**src/rtl/in_port_pkg.sv**
```systemverilog
// Shared constants for the buffered input port: status word layout and the Count width helper.
package in_port_pkg;

  localparam int ST_EMPTY    = 0;
  localparam int ST_READY    = 1;
  localparam int ST_OVF      = 2;
  localparam int ST_UDF      = 3;
  localparam int CNT_LSB     = 8;
  localparam int CNT_MSB     = 15;
  localparam int CNT_FIELD_W = CNT_MSB - CNT_LSB + 1;

  // Count must represent 0..depth inclusive, hence one bit more than a pointer.
  function automatic int count_width(input int depth);
    return $clog2(depth) + 1;
  endfunction

endpackage

```
**src/rtl/fifo_ram.sv**
```systemverilog
// DEPTH x DATA_WIDTH storage: one synchronous write port, one asynchronous read port.
module fifo_ram #(
  parameter int DATA_WIDTH = 32,
  parameter int DEPTH      = 8
) (
  input  logic                     clk,
  input  logic                     we,
  input  logic [$clog2(DEPTH)-1:0] waddr,
  input  logic [DATA_WIDTH-1:0]    wdata,
  input  logic [$clog2(DEPTH)-1:0] raddr,
  output logic [DATA_WIDTH-1:0]    rdata
);

  logic [DATA_WIDTH-1:0] mem [DEPTH];

  // NOTE: storage has no reset; Count gates every read, so stale contents are never observed.
  always_ff @(posedge clk) begin
    if (we) mem[waddr] <= wdata;
  end

  assign rdata = mem[raddr];

endmodule

```
**src/rtl/in_port_fifo.sv**
```systemverilog
// Buffered first-word-fall-through input port with back-pressure, occupancy and sticky error flags.
// Optional status readback on BusMuxIn is enabled by defining IN_PORT_STATUS_EN.
module in_port_fifo
  import in_port_pkg::*;
#(
  parameter int DATA_WIDTH = 32,
  parameter int DEPTH      = 8
) (
  input  logic                          Clock,
  input  logic                          Clear,
  input  logic                          Strobe,
  input  logic [DATA_WIDTH-1:0]         Input,
  input  logic                          RINout,
`ifdef IN_PORT_STATUS_EN
  input  logic                          StatusOut,
`endif
  output logic [DATA_WIDTH-1:0]         BusMuxIn,
  output logic                          Ready,
  output logic                          Empty,
  output logic [count_width(DEPTH)-1:0] Count,
  output logic                          Overflow,
  output logic                          Underflow
);

  localparam int PTR_W = $clog2(DEPTH);
  localparam int CNT_W = count_width(DEPTH);

  logic [PTR_W-1:0]      head, tail;
  logic [DATA_WIDTH-1:0] head_word, status_word;
  logic                  status_sel, full, pop_req, do_pop, do_push, drop;

`ifdef IN_PORT_STATUS_EN
  assign status_sel = StatusOut;
`else
  assign status_sel = 1'b0;
`endif

  assign full  = (Count == CNT_W'(DEPTH));
  assign Empty = (Count == '0);
  assign Ready = !full;

  // A status read suppresses the pop entirely, including the underflow check.
  assign pop_req = RINout && !status_sel;
  assign do_pop  = pop_req && !Empty;
  assign do_push = Strobe && (!full || do_pop);
  assign drop    = Strobe && !do_push;

  fifo_ram #(.DATA_WIDTH(DATA_WIDTH), .DEPTH(DEPTH)) u_ram (
    .clk  (Clock),
    .we   (do_push),
    .waddr(tail),
    .wdata(Input),
    .raddr(head),
    .rdata(head_word)
  );

  // NOTE: async reset in the sensitivity list; all state updates use non-blocking assignments.
  always_ff @(posedge Clock or posedge Clear) begin
    if (Clear) begin
      head      <= '0;
      tail      <= '0;
      Count     <= '0;
      Overflow  <= 1'b0;
      Underflow <= 1'b0;
    end else begin
      if (do_push) tail <= tail + PTR_W'(1);
      if (do_pop)  head <= head + PTR_W'(1);
      if (do_push && !do_pop)      Count <= Count + CNT_W'(1);
      else if (do_pop && !do_push) Count <= Count - CNT_W'(1);
      if (drop)              Overflow  <= 1'b1;
      if (pop_req && Empty)  Underflow <= 1'b1;
    end
  end

  // NOTE: every combinational output gets a default first so no latch can be inferred.
  always_comb begin
    status_word                   = '0;
    status_word[ST_EMPTY]         = Empty;
    status_word[ST_READY]         = Ready;
    status_word[ST_OVF]           = Overflow;
    status_word[ST_UDF]           = Underflow;
    status_word[CNT_MSB:CNT_LSB]  = CNT_FIELD_W'(Count);
    if (status_sel)  BusMuxIn = status_word;
    else if (Empty)  BusMuxIn = '0;
    else             BusMuxIn = head_word;
  end

endmodule

```
**config.mk**
```make
export PLATFORM = sky130hd
export DESIGN_NAME = in_port_fifo
export DESIGN_NICKNAME = d
export VERILOG_FILES = /design/src/rtl/in_port_pkg.sv /design/src/rtl/fifo_ram.sv /design/src/rtl/in_port_fifo.sv
export SDC_FILE = /design/constraint.sdc
export NUM_CORES = 1
export LEC_CHECK = 0
export BUFFER_PORTS_ARGS = -buffer_cell sky130_fd_sc_hd__buf_2
export CORE_ASPECT_RATIO = 1.4
export CORE_UTILIZATION = 55
export DETAILED_ROUTE_END_ITERATION = 7
export GPL_TIMING_DRIVEN = 0
export PLACE_DENSITY = 0.78
export SYNTH_ARGS = -nofsm -noshare
export SYNTH_HDL_FRONTEND = slang
export SYNTH_HIERARCHICAL = 1
export SYNTH_SLANG_ARGS = --single-unit
```
**constraint.sdc**
```tcl
create_clock -name Clock -period 4.9 [get_ports Clock]
set_clock_uncertainty 0.2 [all_clocks]
set_input_delay 0.98 -clock Clock [delete_from_list [all_inputs] [get_ports Clock]]
set_output_delay 0.98 -clock Clock [all_outputs]
set_load 0.01 [all_outputs]
```
== Yosys cells after proc, flatten, opt, wreduce, memory -nomap -nowiden ==
Memories as Yosys holds them, arrays and structs flattened.
Cells that the tools add are included.
Cells by class
  reduce and logical (&&, ||, !) cells: 13
  $add $sub $neg: 4
  mux-type cells: 5
  equality and inequality tests: 1
Operators by type and width (count)
  $mux W32: 1
  $mux W4: 2
  $add A3 B1 Y3 const B: 2
  $logic_and A1 B1 Y1: 6
  $add A4 B1 Y4 const B: 1
  $eq A4 B4 Y1 const B: 1
  $logic_not A1 Y1: 4
  $logic_not A4 Y1: 1
  $sub A4 B1 Y4 const B: 1
  $mux W1: 2
  $reduce_bool A2 Y1: 1
  $logic_or A1 B1 Y1: 1
Word-level totals
  word-level logic and storage cells: 29
  bits in registers: 12
  memory bits (writable): 256
  output and inout bits: 40
  memories: 1
  input bits: 36
Memory list
  u_ram.mem: words 8, width 32, rd ports 1, clocked after memory_dff 0, wr ports 1, RTL line fifo_ram.sv:14  | logic [DATA_WIDTH-1:0] mem [DEPTH];

== Longest topological paths before layout ==
  depth in word-level cells: 9
  depth in mapped cells: 9
  gate-level depth less buffers: 9

== Cells and area by module ==
Netlist, hierarchy kept.
Modules (own cells, without submodules)
  fifo_ram: seq. area each 7687.4 sq um, times used 1, cells each 383, area an instance 9825.7 sq um
  in_port_fifo: seq. area each 300.3 sq um, times used 1, cells each 90, area an instance 888.4 sq um

== Least setup slack after synthesis ==
No wires, ideal clock.
  path kind: input -> register
  start point: in RINout
  end point: mem u_ram.mem[0][0], enable pin
  slack: 0.808 ns
  data arrival time: 3.431 ns
  stages on the path: 4
  buffers on the path: 0
  setup time: 0.461 ns
  data required time: 4.239 ns
  cell sequence: o21ai_4 inv_1 nand2b_1 nor3_1
On the way
  cells in the longest elaborated chain, start to end: 5
Ends and longest elaborated chain
  from (decl): RTL line in_port_fifo.sv:13  | input logic RINout,
  $logic_and A1 B1 Y1: RTL line in_port_fifo.sv:44  | assign do_pop = pop_req && !Empty;
  $logic_or A1 B1 Y1: RTL line in_port_fifo.sv:45  | assign do_push = Strobe && (!full || do_pop);
  $logic_and A1 B1 Y1: RTL line in_port_fifo.sv:45
  via do_push: RTL line in_port_fifo.sv:30  | logic status_sel, full, pop_req, do_pop, do_push, drop;
  $mux W1: RTL line fifo_ram.sv:18  | if (we) mem[waddr] <= wdata;
  $mux W1 (implied by the code): RTL line fifo_ram.sv:18
  to (decl): RTL line fifo_ram.sv:14
The timed path passes the listed nets, and every way through them passes these cells.

== Worst setup path after layout ==
  start point: reg head[2]
  end point: out BusMuxIn[14]
On the way
  cells in the longest elaborated chain, start to end: 2
Ends and longest elaborated chain
  from (decl): RTL line in_port_fifo.sv:28  | logic [PTR_W-1:0] head, tail;
  from (signal assigned): RTL line in_port_fifo.sv:67  | if (do_pop) head <= head + PTR_W'(1);
  $mem_v2 Z8 W32
  via head_word[14]: RTL line in_port_fifo.sv:29  | logic [DATA_WIDTH-1:0] head_word, status_word;
  $mux W32: RTL line in_port_fifo.sv:84  | else if (Empty) BusMuxIn = '0;
  to (decl): RTL line in_port_fifo.sv:17  | output logic [DATA_WIDTH-1:0] BusMuxIn,
The timed path passes the listed nets, and every way through them passes these cells.

==> results.sh <==
export IMPL_vias_per_cell=5.943
export IMPL_cap_violations=0
export IMPL_antenna_found_initial=1
export IMPL_placementRows=60
export IMPL_core_um2=19140
export IMPL_end_kind="output pin"
export IMPL_die_area_um2=20050
export IMPL_cts_resized=0
export IMPL_cts_setup_buffers=0
export IMPL_path_clk_slew_ns=0.06
export IMPL_clk_latency_ns=0.51
export IMPL_power_share_switching_pct=29.69
export IMPL_post_place_ws_ns=1.578
export IMPL_worstSetupPathType="register to output pin"
export IMPL_setup_viol=0
export IMPL_numPortBuffers=75
export IMPL_r2r_setup_slack_ns=1.57
export IMPL_io_pins=76
export IMPL_fin_ws_ns=1.049
export IMPL_stdcell_area_um2=12480
export IMPL_whs_path_depth=1
export IMPL_hold_path_class="register to register"
export IMPL_wl_per_cell_um=24.92
export IMPL_antenna_cells=0
export IMPL_fin_crit_sh_pct=78.59
export IMPL_drv_slew=0
export IMPL_fin_tns_setup_ns=0
export IMPL_final_nets=631
export IMPL_die_y_um=167.1
export IMPL_grt_pass1_vias=5481
export IMPL_relSlewSlack_pct=51.39
export IMPL_fin_util_pct=65.20
export IMPL_globalplace_congestion=0.7111
export IMPL_die_w_um=120.0
export IMPL_remaining_drc_errors=0
export IMPL_track_usage_pct=22.10
export IMPL_yosysSeqAreaShare_pct=74.55
export IMPL_report_power_total_mw=7.485
export IMPL_p_int_mw=5.263
export IMPL_rr_worst_depth=8
export IMPL_whs_ns=0.2632
export IMPL_synth_nets=515
export IMPL_synth_cells=473
export IMPL_cp_start_kind="register"
export IMPL_worst_pin_slew_ns=0.7291
export IMPL_synth_ff_latch_count=268
export IMPL_worstPathMaxFanout=10
export IMPL_synth_area_um2=10710
export IMPL_cts_tree="yes"
export IMPL_pwr_share_comb_pct=34.4
export IMPL_cts_sinks=268
export IMPL_power_frac_seq_pct=40.5
export IMPL_drive_gt1_share_pct=34.43
export IMPL_dp_hpwl_um=13190
export IMPL_rsz0062_at_grt="no"
export IMPL_p_switching_mw=2.223
export IMPL_yosys_warnings=6
export IMPL_grt_max_degree=23
export IMPL_power_leakage_nw=4.298
export IMPL_status="completed"
export IMPL_avgSynthCellArea_um2=22.65
export IMPL_hold_buffers=0
export IMPL_ir_worst_vdd_v=0.0003166
export IMPL_cts_buffer_depth=3
export IMPL_area_delta_synth_final_pct=16.49
export IMPL_cts_max_level=1
export IMPL_vias=5081
export IMPL_p_per_area_nw_per_um2=599.8
export IMPL_hold_viol=0
export IMPL_dpl_cell_area_um2=11680
export IMPL_grt_ovfl_total=0
export IMPL_drt_pass1_iter_count=5
export IMPL_p_clk_share_pct=25.0
export IMPL_start_util_pct=55.97
export IMPL_max_freq_mhz=259.7
export IMPL_antenna_left=0
export IMPL_drt_iter0_drc=352
export IMPL_finalNonFillerCells=855
export IMPL_routed_wl_um=21310
export IMPL_dp_cells=810
export IMPL_cp_arrival_ns=2.67
export IMPL_grt_pass1_wl_um=32160
export IMPL_period_minus_slack_ns=3.851
export IMPL_required_ns=3.72
export IMPL_cts_root_buf="clkbuf_16"
export IMPL_cts_buffers=25
export IMPL_synth_cell_types=35
==> cells in the final DEF, fill, tap and decap left out, types with 2 or more instances in the layout <==
cell type	count
edfxtp_1	256
buf_2	82
mux4_1	40
mux2_2	34
nor2b_1	32
clkbuf_16	25
mux4_2	24
buf_6	13
dfrtp_1	12
clkbuf_1	11
nor2_4	6
xnor2_1	5
ha_1	5
nand2_1	4
nand2b_1	4
clkbuf_8	4
buf_1	4
buf_12	4
or3_1	3
inv_1	3
clkinv_2	3
clkinv_1	3
nor2_1	2
a21o_1	2
nand3b_1	2
bufinv_16	2
nor3_2	2
buf_16	2
==> critical path, stage by stage, from the launching register on <==
cell and delay, ns:
dfrtp_1 0.36, clkbuf_1 0.42, buf_2 0.39, mux4_1 0.35, mux2_2 0.28, nor2b_1 0.17
buf_2 0.19
==> cells by family (layout without fill, tap and decap cells) <==
group / Yosys count / after routing / share of synthesized area (%)
AO/OA/AOI/OAI: 9 / 9 / 0.7007
buffers and inverters: 25 / 159 / 1.448
adder cells (fa/ha/maj): 6 / 6 / 0.7708
AND/OR/NAND/NOR: 59 / 59 / 3.375
flip-flops: 268 / 268 / 74.55
multiplexers: 100 / 100 / 18.66
XOR/XNOR: 6 / 6 / 0.4905
==> flip-flops by register name, indices dropped and copies added (netlist names) <==
register / cells
u_ram/mem: 256
Count: 4
head: 3
tail: 3
Overflow: 1
Underflow: 1
==> path summary, 6_finish.rpt <==
check | end | start
max | BusMuxIn[14] | head[2]$_DFFE_PP0P_
min | Underflow$_DFFE_PP0P_ | Underflow$_DFFE_PP0P_
max reg2reg | Count[3]$_DFFE_PP0P_ | Count[0]$_DFFE_PP0P_
min reg2reg | Underflow$_DFFE_PP0P_ | Underflow$_DFFE_PP0P_
max in group asynchronous | head[1]$_DFFE_PP0P_ | Clear
min in group asynchronous | Count[0]$_DFFE_PP0P_ | Clear
==> per-layer routing <==
| layer | global-route usage, % | vias to the layer above | wire [um] |
|---|---|---|---|
| met2 | 39.16 | 177 | 11670 |
| met1 | 27.55 | 2636 | 7960 |
| met5 | 0 | - | 8 |
| li1 | - | 2223 | - |
| met4 | 7.554 | 2 | 481 |
| met3 | 3.508 | 43 | 1186 |
==> cell usage after synthesis <==
master,number,area [um2]
inv_1,3,11.26
mux2_4,1,15.01
xnor2_1,5,43.79
nand2_1,4,15.01
dfrtp_1,12,300.3
nand3b_1,2,15.01
o221ai_1,1,8.760
o21ai_4,1,16.27
fa_1,1,20.02
or4_1,1,7.510
a211o_1,1,8.760
mux4_1,40,1051
o21ai_0,1,5.000
a21o_2,1,8.760
mux2i_1,1,10.01
o211ai_1,1,7.510
mux2_2,34,382.9
a21o_1,2,15.01
edfxtp_1,256,7687
or4b_4,1,13.76
nand3_1,1,5.000
mux4_2,24,540.5
or3_1,3,18.77
nor3_1,2,10.01
clkbuf_1,4,15.01
xor2_1,1,8.760
ha_1,5,62.56
nand2b_1,4,25.02
nor2_1,8,30.03
nor4_4,1,21.27
buf_1,4,15.01
buf_2,7,35.03
a21oi_1,1,5.000
buf_6,7,78.83
nor2b_1,32,200.2
==> area by class of cell <==
class	count	area [um2]
Multi-Input combinational cell	180	2626
Timing Repair Buffer	89	600.6
Inverter	3	11.26
Sequential cell	268	7988
Tap cell	248	310.3
Clock buffer	36	706.9
Fill cell	1205	6663
Clock inverter	9	93.84
Buffer	22	143.9
==> power groups by stage <==
stage | registers [mW] | clock network, mW | logic [mW]
2_1_floorplan | 3.05 | 0 | 1.68
3_3_place_gp | 3.07 | 0 | 2.41
3_5_place_dp | 3.08 | 0 | 2.58
4_1_cts | 3.03 | 1.91 | 2.61
5_1_grt | 3.06 | 2.00 | 2.75
6_report | 3.03 | 1.87 | 2.58
Power figures use the tool's default switching activity.
